$ cat src/rtl/dcache_axi_bridge.sv
// dcache_axi_bridge
// Turns the data cache's memory-side request/ready ports into a single-outstanding
// AXI4 master. It serves line refills, dirty write-backs and uncached single-beat accesses.
// Optional feature macro: DCACHE_AXI_BRIDGE_ERR_EN enables the sticky bus_err_o flag.
// When the macro is undefined, bus_err_o is tied low and responses are not checked.
module dcache_axi_bridge #(
    parameter int                  AXI_ID_W = 4,
    parameter logic [AXI_ID_W-1:0] AXI_ID   = 4'd1
) (
    input  logic                clk,
    input  logic                rst,
    // cache read port
    input  logic [31:0]         raddr_i,
    input  logic                raddr_valid_i,
    input  logic [3:0]          rsize_i,
    input  logic [7:0]          rlen_i,
    input  logic [7:0]          rmask_i,
    output logic                rdata_ready_o,
    output logic [63:0]         rdata_o,
    // cache write port
    input  logic [31:0]         waddr_i,
    input  logic                waddr_valid_i,
    input  logic [3:0]          wsize_i,
    input  logic [7:0]          wlen_i,
    input  logic [7:0]          wmask_i,
    input  logic [63:0]         wdata_i,
    output logic                wdata_ready_o,
    // AXI AW
    output logic [AXI_ID_W-1:0] awid,
    output logic [31:0]         awaddr,
    output logic [7:0]          awlen,
    output logic [2:0]          awsize,
    output logic [1:0]          awburst,
    output logic                awvalid,
    input  logic                awready,
    // AXI W
    output logic [63:0]         wdata,
    output logic [7:0]          wstrb,
    output logic                wlast,
    output logic                wvalid,
    input  logic                wready,
    // AXI B
    input  logic [AXI_ID_W-1:0] bid,
    input  logic [1:0]          bresp,
    input  logic                bvalid,
    output logic                bready,
    // AXI AR
    output logic [AXI_ID_W-1:0] arid,
    output logic [31:0]         araddr,
    output logic [7:0]          arlen,
    output logic [2:0]          arsize,
    output logic [1:0]          arburst,
    output logic                arvalid,
    input  logic                arready,
    // AXI R
    input  logic [AXI_ID_W-1:0] rid,
    input  logic [63:0]         rdata,
    input  logic [1:0]          rresp,
    input  logic                rlast,
    input  logic                rvalid,
    output logic                rready,
    // status
    output logic                bus_err_o
);

    typedef enum logic [3:0] {
        ST_IDLE   = 4'd0,
        ST_AR     = 4'd1,
        ST_R      = 4'd2,
        ST_AW     = 4'd3,
        ST_W_DATA = 4'd4,
        ST_W_WAIT = 4'd5,
        ST_W_LOAD = 4'd6,
        ST_B      = 4'd7,
        ST_DONE   = 4'd8
    } state_t;

    state_t      state_r;
    state_t      state_nx_s;
    logic [31:0] addr_r;
    logic [7:0]  len_r;
    logic [2:0]  size_r;
    logic [7:0]  beat_r;
    logic [63:0] wdata_r;
    logic [7:0]  wstrb_r;
    logic        last_beat_s;
    logic        unused_s;

    // One-hot byte count to AXI size code; anything unexpected is treated as a full 8-byte beat.
    function automatic logic [2:0] size_to_axsize(input logic [3:0] size);
        case (size)
            4'b0001: size_to_axsize = 3'd0;
            4'b0010: size_to_axsize = 3'd1;
            4'b0100: size_to_axsize = 3'd2;
            4'b1000: size_to_axsize = 3'd3;
            default: size_to_axsize = 3'd3;
        endcase
    endfunction

    assign last_beat_s = (beat_r == len_r);

    // Address/control comes straight from registers, so it is stable while valid waits for ready.
    assign awid    = AXI_ID;
    assign awaddr  = addr_r;
    assign awlen   = len_r;
    assign awsize  = size_r;
    assign awburst = 2'b01;
    assign arid    = AXI_ID;
    assign araddr  = addr_r;
    assign arlen   = len_r;
    assign arsize  = size_r;
    assign arburst = 2'b01;
    assign wdata   = wdata_r;
    assign wstrb   = wstrb_r;
    assign wlast   = (state_r == ST_W_DATA) && last_beat_s;
    assign rdata_o = rdata;

    // State register.
    always_ff @(posedge clk) begin
        if (rst) begin
            state_r <= ST_IDLE;
        end else begin
            state_r <= state_nx_s;
        end
    end

    // Next-state logic and per-state handshake outputs.
    always_comb begin
        state_nx_s    = state_r;
        arvalid       = 1'b0;
        awvalid       = 1'b0;
        wvalid        = 1'b0;
        bready        = 1'b0;
        rready        = 1'b0;
        rdata_ready_o = 1'b0;
        wdata_ready_o = 1'b0;
        case (state_r)
            ST_IDLE: begin
                if (waddr_valid_i) begin
                    state_nx_s = ST_AW;
                end else if (raddr_valid_i) begin
                    state_nx_s = ST_AR;
                end else begin
                    state_nx_s = ST_IDLE;
                end
            end
            ST_AR: begin
                arvalid = 1'b1;
                if (arready) begin
                    state_nx_s = ST_R;
                end else begin
                    state_nx_s = ST_AR;
                end
            end
            ST_R: begin
                rready        = 1'b1;
                rdata_ready_o = rvalid;
                if (rvalid && rlast) begin
                    state_nx_s = ST_DONE;
                end else begin
                    state_nx_s = ST_R;
                end
            end
            ST_AW: begin
                awvalid = 1'b1;
                if (awready) begin
                    state_nx_s = ST_W_DATA;
                end else begin
                    state_nx_s = ST_AW;
                end
            end
            ST_W_DATA: begin
                wvalid = 1'b1;
                if (wready) begin
                    if (last_beat_s) begin
                        // The final pulse is held back until the write response arrives.
                        state_nx_s = ST_B;
                    end else begin
                        wdata_ready_o = 1'b1;
                        state_nx_s    = ST_W_WAIT;
                    end
                end else begin
                    state_nx_s = ST_W_DATA;
                end
            end
            ST_W_WAIT: begin
                // Gives the cache's synchronous data array a cycle to present the next beat.
                state_nx_s = ST_W_LOAD;
            end
            ST_W_LOAD: begin
                state_nx_s = ST_W_DATA;
            end
            ST_B: begin
                bready = 1'b1;
                if (bvalid) begin
                    wdata_ready_o = 1'b1;
                    state_nx_s    = ST_DONE;
                end else begin
                    state_nx_s = ST_B;
                end
            end
            ST_DONE: begin
                // Lets the cache's registered request valid drop before IDLE samples it again.
                state_nx_s = ST_IDLE;
            end
            default: begin
                state_nx_s = ST_IDLE;
            end
        endcase
    end

    // Request capture in IDLE, beat counting and write-beat reload.
    always_ff @(posedge clk) begin
        if (rst) begin
            addr_r  <= 32'd0;
            len_r   <= 8'd0;
            size_r  <= 3'd0;
            beat_r  <= 8'd0;
            wdata_r <= 64'd0;
            wstrb_r <= 8'd0;
        end else begin
            case (state_r)
                ST_IDLE: begin
                    beat_r <= 8'd0;
                    if (waddr_valid_i) begin
                        addr_r  <= waddr_i;
                        len_r   <= wlen_i;
                        size_r  <= size_to_axsize(wsize_i);
                        wdata_r <= wdata_i;
                        wstrb_r <= wmask_i;
                    end else if (raddr_valid_i) begin
                        addr_r <= raddr_i;
                        len_r  <= rlen_i;
                        size_r <= size_to_axsize(rsize_i);
                    end
                end
                ST_R: begin
                    // Read beats are counted too, so rlast can be cross-checked against len.
                    if (rvalid) begin
                        beat_r <= beat_r + 8'd1;
                    end
                end
                ST_W_DATA: begin
                    if (wready && !last_beat_s) begin
                        beat_r <= beat_r + 8'd1;
                    end
                end
                ST_W_LOAD: begin
                    wdata_r <= wdata_i;
                    wstrb_r <= wmask_i;
                end
                default: begin
                    beat_r <= beat_r;
                end
            endcase
        end
    end

`ifdef DCACHE_AXI_BRIDGE_ERR_EN
    logic bus_err_r;
    logic rd_err_s;
    logic wr_err_s;

    assign rd_err_s  = (state_r == ST_R) && rvalid && ((rresp != 2'b00) || (rlast != last_beat_s));
    assign wr_err_s  = (state_r == ST_B) && bvalid && (bresp != 2'b00);
    assign bus_err_o = bus_err_r;
    assign unused_s  = ^{rmask_i, bid, rid};

    // Sticky error flag; only reset clears it, the transaction itself completes normally.
    always_ff @(posedge clk) begin
        if (rst) begin
            bus_err_r <= 1'b0;
        end else if (rd_err_s || wr_err_s) begin
            bus_err_r <= 1'b1;
        end else begin
            bus_err_r <= bus_err_r;
        end
    end
`else
    assign bus_err_o = 1'b0;
    assign unused_s  = ^{rmask_i, bid, rid, rresp, bresp};
`endif

endmodule

$ cat config.mk
export PLATFORM = sky130hd
export DESIGN_NAME = dcache_axi_bridge
export DESIGN_NICKNAME = d
export VERILOG_FILES = /design/src/rtl/dcache_axi_bridge.sv
export SDC_FILE = /design/constraint.sdc
export NUM_CORES = 1
export LEC_CHECK = 0
export BUFFER_PORTS_ARGS = -buffer_cell sky130_fd_sc_hd__buf_2
export CAP_MARGIN = 20
export CORE_AREA = 2 2 191 193
export CTS_CLUSTER_DIAMETER = 60
export DETAILED_ROUTE_END_ITERATION = 6
export DIE_AREA = 0 0 193 195
export GPL_TIMING_DRIVEN = 1
export HOLD_SLACK_MARGIN = 0.02
export PLACE_DENSITY = 0.46
export SYNTH_ARGS = -nofsm -noshare
export SYNTH_HDL_FRONTEND = slang
export SYNTH_SLANG_ARGS = --single-unit
$ cat constraint.sdc
create_clock -name clk -period 1.95 [get_ports clk]
set_input_delay 0.2925 -clock clk [delete_from_list [all_inputs] [get_ports clk]]
set_output_delay 0.2925 -clock clk [all_outputs]
set_load 0.05 [all_outputs]
; ---- Word-level counts from Yosys, hierarchy flattened
; Index checks and enable logic that the tools add are counted.
[word_totals]
reg_bits = 127
out_inout_bits = 243
[op_classes]
addsub = 1
n_eq_ne = 17
n_mux = 34
n_reduce_logical = 11
[op_table]
columns = op, count
row1 = 64-bit case mux with 2 select lines, 1
row2 = 32-bit 2-to-1 mux, 2
row3 = 64-bit 2-to-1 mux, 1
row4 = 8-bit 2-to-1 mux, 5
row5 = 4-bit case mux with 8 select lines, 1
row6 = 4-bit by 3-bit equality test with 1-bit output (second input constant), 6
row7 = 8-bit case mux with 3 select lines, 1
row8 = 4-bit by 2-bit equality test with 1-bit output (second input constant), 4
row9 = 8-bit case mux with 2 select lines, 1
row10 = 4-bit by 1-bit equality test with 1-bit output (second input constant), 3
row11 = 4-bit 2-to-1 mux, 3
row12 = 2-bit case mux with 3 select lines, 2
row13 = 1-bit 2-to-1 mux, 10
row14 = 3-bit 2-to-1 mux, 3
row15 = 8-bit by 1-bit adder with 8-bit output (second input constant), 1
row16 = 8-bit equality test, 1
row17 = 2-bit 2-to-1 mux, 3
row18 = 4-bit zero test, 1
row19 = 2-bit != test (second input constant), 2
row20 = 2-bit AND reduction, 2
row21 = 2-bit nonzero test, 2
row22 = 1-bit logical AND, 3
row23 = 3-bit AND reduction, 1
row24 = 3-bit nonzero test, 1
row25 = other kinds (3), 3

; ---- Logic depth before layout (Yosys ltp)
[depth]
word_depth = 5
ltp_mapped = 8
depth_no_buf = 5

; ---- Worst setup path after synthesis
; OpenSTA, ideal clock, no wires.
[synth_timing]
path_kind = reg-to-output
from = reg state_r[0]
to = out wdata_ready_o
arrival_ns = 2.490
t_required_ns = 1.657
setup_slack_ns = -0.833
path_stages_with_launch = 6
path_cell_list = dfxtp_1 clkbuf_1 nand2_1 nor3_1 nand2_1 nand2b_1
[synth_between]
elab_chain_len = 2
[synth_rtl]
columns = element, line
row1 = "start, declared", 78  ; state_t state_r;
row2 = "start signal, assigned", 123  ; state_r <= state_nx_s;
row3 = 4-bit by 3-bit equality test with 1-bit output, 137  ; case (state_r)
row4 = 1-bit case mux with 2 select lines (*), 137
row5 = "end, declared", 27  ; output logic wdata_ready_o,
; Mark *: on every way between the ends. The rest lies on a longest branch, timed or not.

; ---- Final worst setup path
[layout_timing]
from = reg beat_r[5]
to = out wlast
[layout_between]
elab_chain_len = 2
[layout_rtl]
columns = element, line
row1 = "start, declared", 83  ; logic [7:0] beat_r;
row2 = "start signal, assigned", 240  ; beat_r <= beat_r + 8'd1;
row3 = "start signal, assigned", 245  ; beat_r <= beat_r + 8'd1;
row4 = "start signal, assigned", 253  ; beat_r <= beat_r;
row5 = 8-bit equality test, 100  ; assign last_beat_s = (beat_r == len_r);
row6 = 1-bit logical AND, 115  ; assign wlast = (state_r == ST_W_DATA) && last_beat_s;
row7 = "end, declared", 39  ; output logic wlast,
; No other way between the ends.

==> impl_metrics.ini <==
[outcome]
violations = setup timing
status = complete, but fails checks

[logic_synthesis]
ys_ff_latch = 126
yosysUniqueCellTypes = 44
yosys_most_used_dff = dfxtp_1
synth_area_um2 = 6150
synthCells = 743
synth_edf_count = 0
synth_top_area_cell = dfxtp_1
synth_area_per_cell_um2 = 8.27
async_flop_share = 0
ys_seq_area_frac = 0.410
synth_top_area_share = 0.410
yosysWarnings = 0
netlist_top_cells_area = dfxtp_1 (41%), buf_4 (15%), nand2_1 (9.4%), a21oi_1 (6.8%), mux2i_1 (6.7%)

[sta]
hold_viol_final = 0
rsz0062_at_grt = yes
setup_viol = 2
worstMarginPinSlew_ns = 0.590
slew_viol_final = 0
fmax_mhz = 483
fin_ws_ns = -0.121
fin_skew_ns = 0.00749
relSlewSlack = 0.606
fin_setup_tns_ns = -0.213
period_needed_ns = 2.07
finalCritPeriodShare = 1.06

[global_route]
grt_pass1_wl_um = 28500
grt_pass1_vias = 5182
antenna_found_initial = 0
grt-ovfl-total = 0
track_usage = 0.100
use_met3 = 0.0374
met2_usage = 0.168
grt_max_degree = 73
groute.layer.met1.usage = 0.111
top_usage_layer = met2

[finish]
drive_above_1_share = 0.445
area_delta_synth_final_pct = 38.8
nets = 1226
mostFrequentLayoutCell = buf_2
final_cell_mix = buf_2 (326), nand2_1 (152), dfxtp_1 (111)
antenna_cells = 0

[worst_setup_path]
arrival_ns = 1.78
critPathRequiredTime_ns = 1.66
reg2reg_depth = 8
r2r_setup_slack_ns = 0.06
r2r_end = beat_r[1]
crit_path_end_kind = output port
crit_path_start = beat_r[5]
rr_startpoint = beat_r[4]
endpoint = wlast
start_kind = flop
worst-setup-path-type = reg2out
cp_max_fo = 4

[clocking]
clockBufferDepth = 2
clock_latency_ns = 0.44
cts-root-buf = clkbuf_16
cts_tree = built
h-tree-depth = 4
clock_sinks = 126
numCtsBuffers = 17
path_clk_slew_ns = 0.06
hold_buffers = 0

[die]
io_pins = 497
core-area_um2 = 35400
row_count = 69
die_area_um2 = 37600
die_h_um = 195
start_util = 0.174
die_w_um = 193

[power_and_ir_drop]
powerDensity_nw_per_um2 = 1280
p_leak_nw = 3.99
ir_drop_mv = 0.592

[place]
dp_hpwl_um = 14700
pre_cts_slack_ns = 0.0212
place_congestion = 0.770
port_buffers = 333

[min_path]
hp-start = wdata_i[1]
hp-class = in2reg

[routing]
routed_wirelength_um = 19600
drtPass1Iterations = 4
via_count = 5668
drt.antenna.violating_nets = 0
avgViaCountPerCell = 3.92
drc_errors = 0
wire_per_inst_um = 13.6
drtIter0Drc = 175

[flow_run]
cap_violations = 0
## registers in the layout, summed over array words and instances, names as in the netlist
| signal | count |
|---|---|
| state_r | 4 |
| wdata | 64 |
| wstrb | 8 |
| araddr | 32 |
| arlen | 8 |
| arsize | 2 |
| beat_r | 8 |
## cell type report
cell class,count,area [µm²]
fill,3931,26900
multi-input combinational,458,2680
sequential,126,2560
timing repair buffer,366,2070
tap,461,577
clock buffer,23,508
clock inverter,9,130
inverter,2,7.51
## logic make-up after synthesis
kind of cell | share of synthesized area
xor gates and xnor gates | 0.0197
adders and majority gates | 0.00204
DFF | 0.410
muxes | 0.0668
other | 0.00122
AOI/OAI and AO/OA | 0.148
buffers and inverters | 0.186
and+or+nand+nor | 0.166
## worst max-delay path, cell delays in order, from the launching register on
cell,delay (ns)
dfxtp_4,0.35
xor2_2,0.18
nor4_4,0.32
and3_4,0.24
buf_6,0.11
buf_12,0.13
## synth_stat cells, types with 2 or more instances
cell	count
nand3_1	5
buf_1	4
nand2_1	154
nor2b_1	2
and3_1	3
o311ai_0	4
dfxtp_1	126
or4_1	2
nor4_1	4
nor2_1	45
conb_1	2
nand2b_1	7
nor3_1	7
nor3_2	2
a211oi_1	43
o21ai_0	4
xnor2_1	4
inv_1	2
buf_4	123
buf_2	22
a21oi_1	83
o31ai_1	5
clkbuf_1	20
xor2_1	8
o311ai_1	2
o211ai_1	2
mux2i_1	41
## power breakdown
group | switching, W | leakage (nW) | total, W | internal (W)
Sequential | 0.000273 | 1.04 | 0.00323 | 0.00296
Clock | 0.00122 | 0.303 | 0.00343 | 0.00221
Combinational | 0.00315 | 2.65 | 0.00425 | 0.00110
Total | 0.00465 | 3.99 | 0.0109 | 0.00626
## layer usage
metal | share of wire | vias up
met4 | 0.029 | 0
met5 | 0 | -
met2 | 0.48 | 284
li1 | - | 2836
met1 | 0.40 | 2507
met3 | 0.098 | 41
## through the flow
step,std cells,cell area [µm²],total power [W],hold WS [ns],utilization
after global routing,1445,8530,0.0115,0.0579,0.241
after CTS,1438,8400,0.0111,0.0526,0.237
after detailed placement,1402,7620,0.00747,0.444,0.215
after global placement,1402,7620,0.00745,0.439,0.215
after floorplan,756,6230,0.00692,0.428,-
final,1445,8530,0.0109,0.0857,0.241
## worst min path at each step
stage	end	slack [ns]	cells past startpoint
floorplan	wdata[56]	0.43	2
detailed placement	wdata[12]	0.44	2
CTS	wdata[1]	0.05	3
global route	wdata[24]	0.06	3
finish	wdata[1]	0.09	3
global placement	wdata[51]	0.44	2
## what timing repair did
action	in CTS	in global routing
resized for setup	36	20
setup endpoints to repair	7	7
pin swaps	5	10
buffers inserted	4	7
Power figures use the tool's default switching activity.
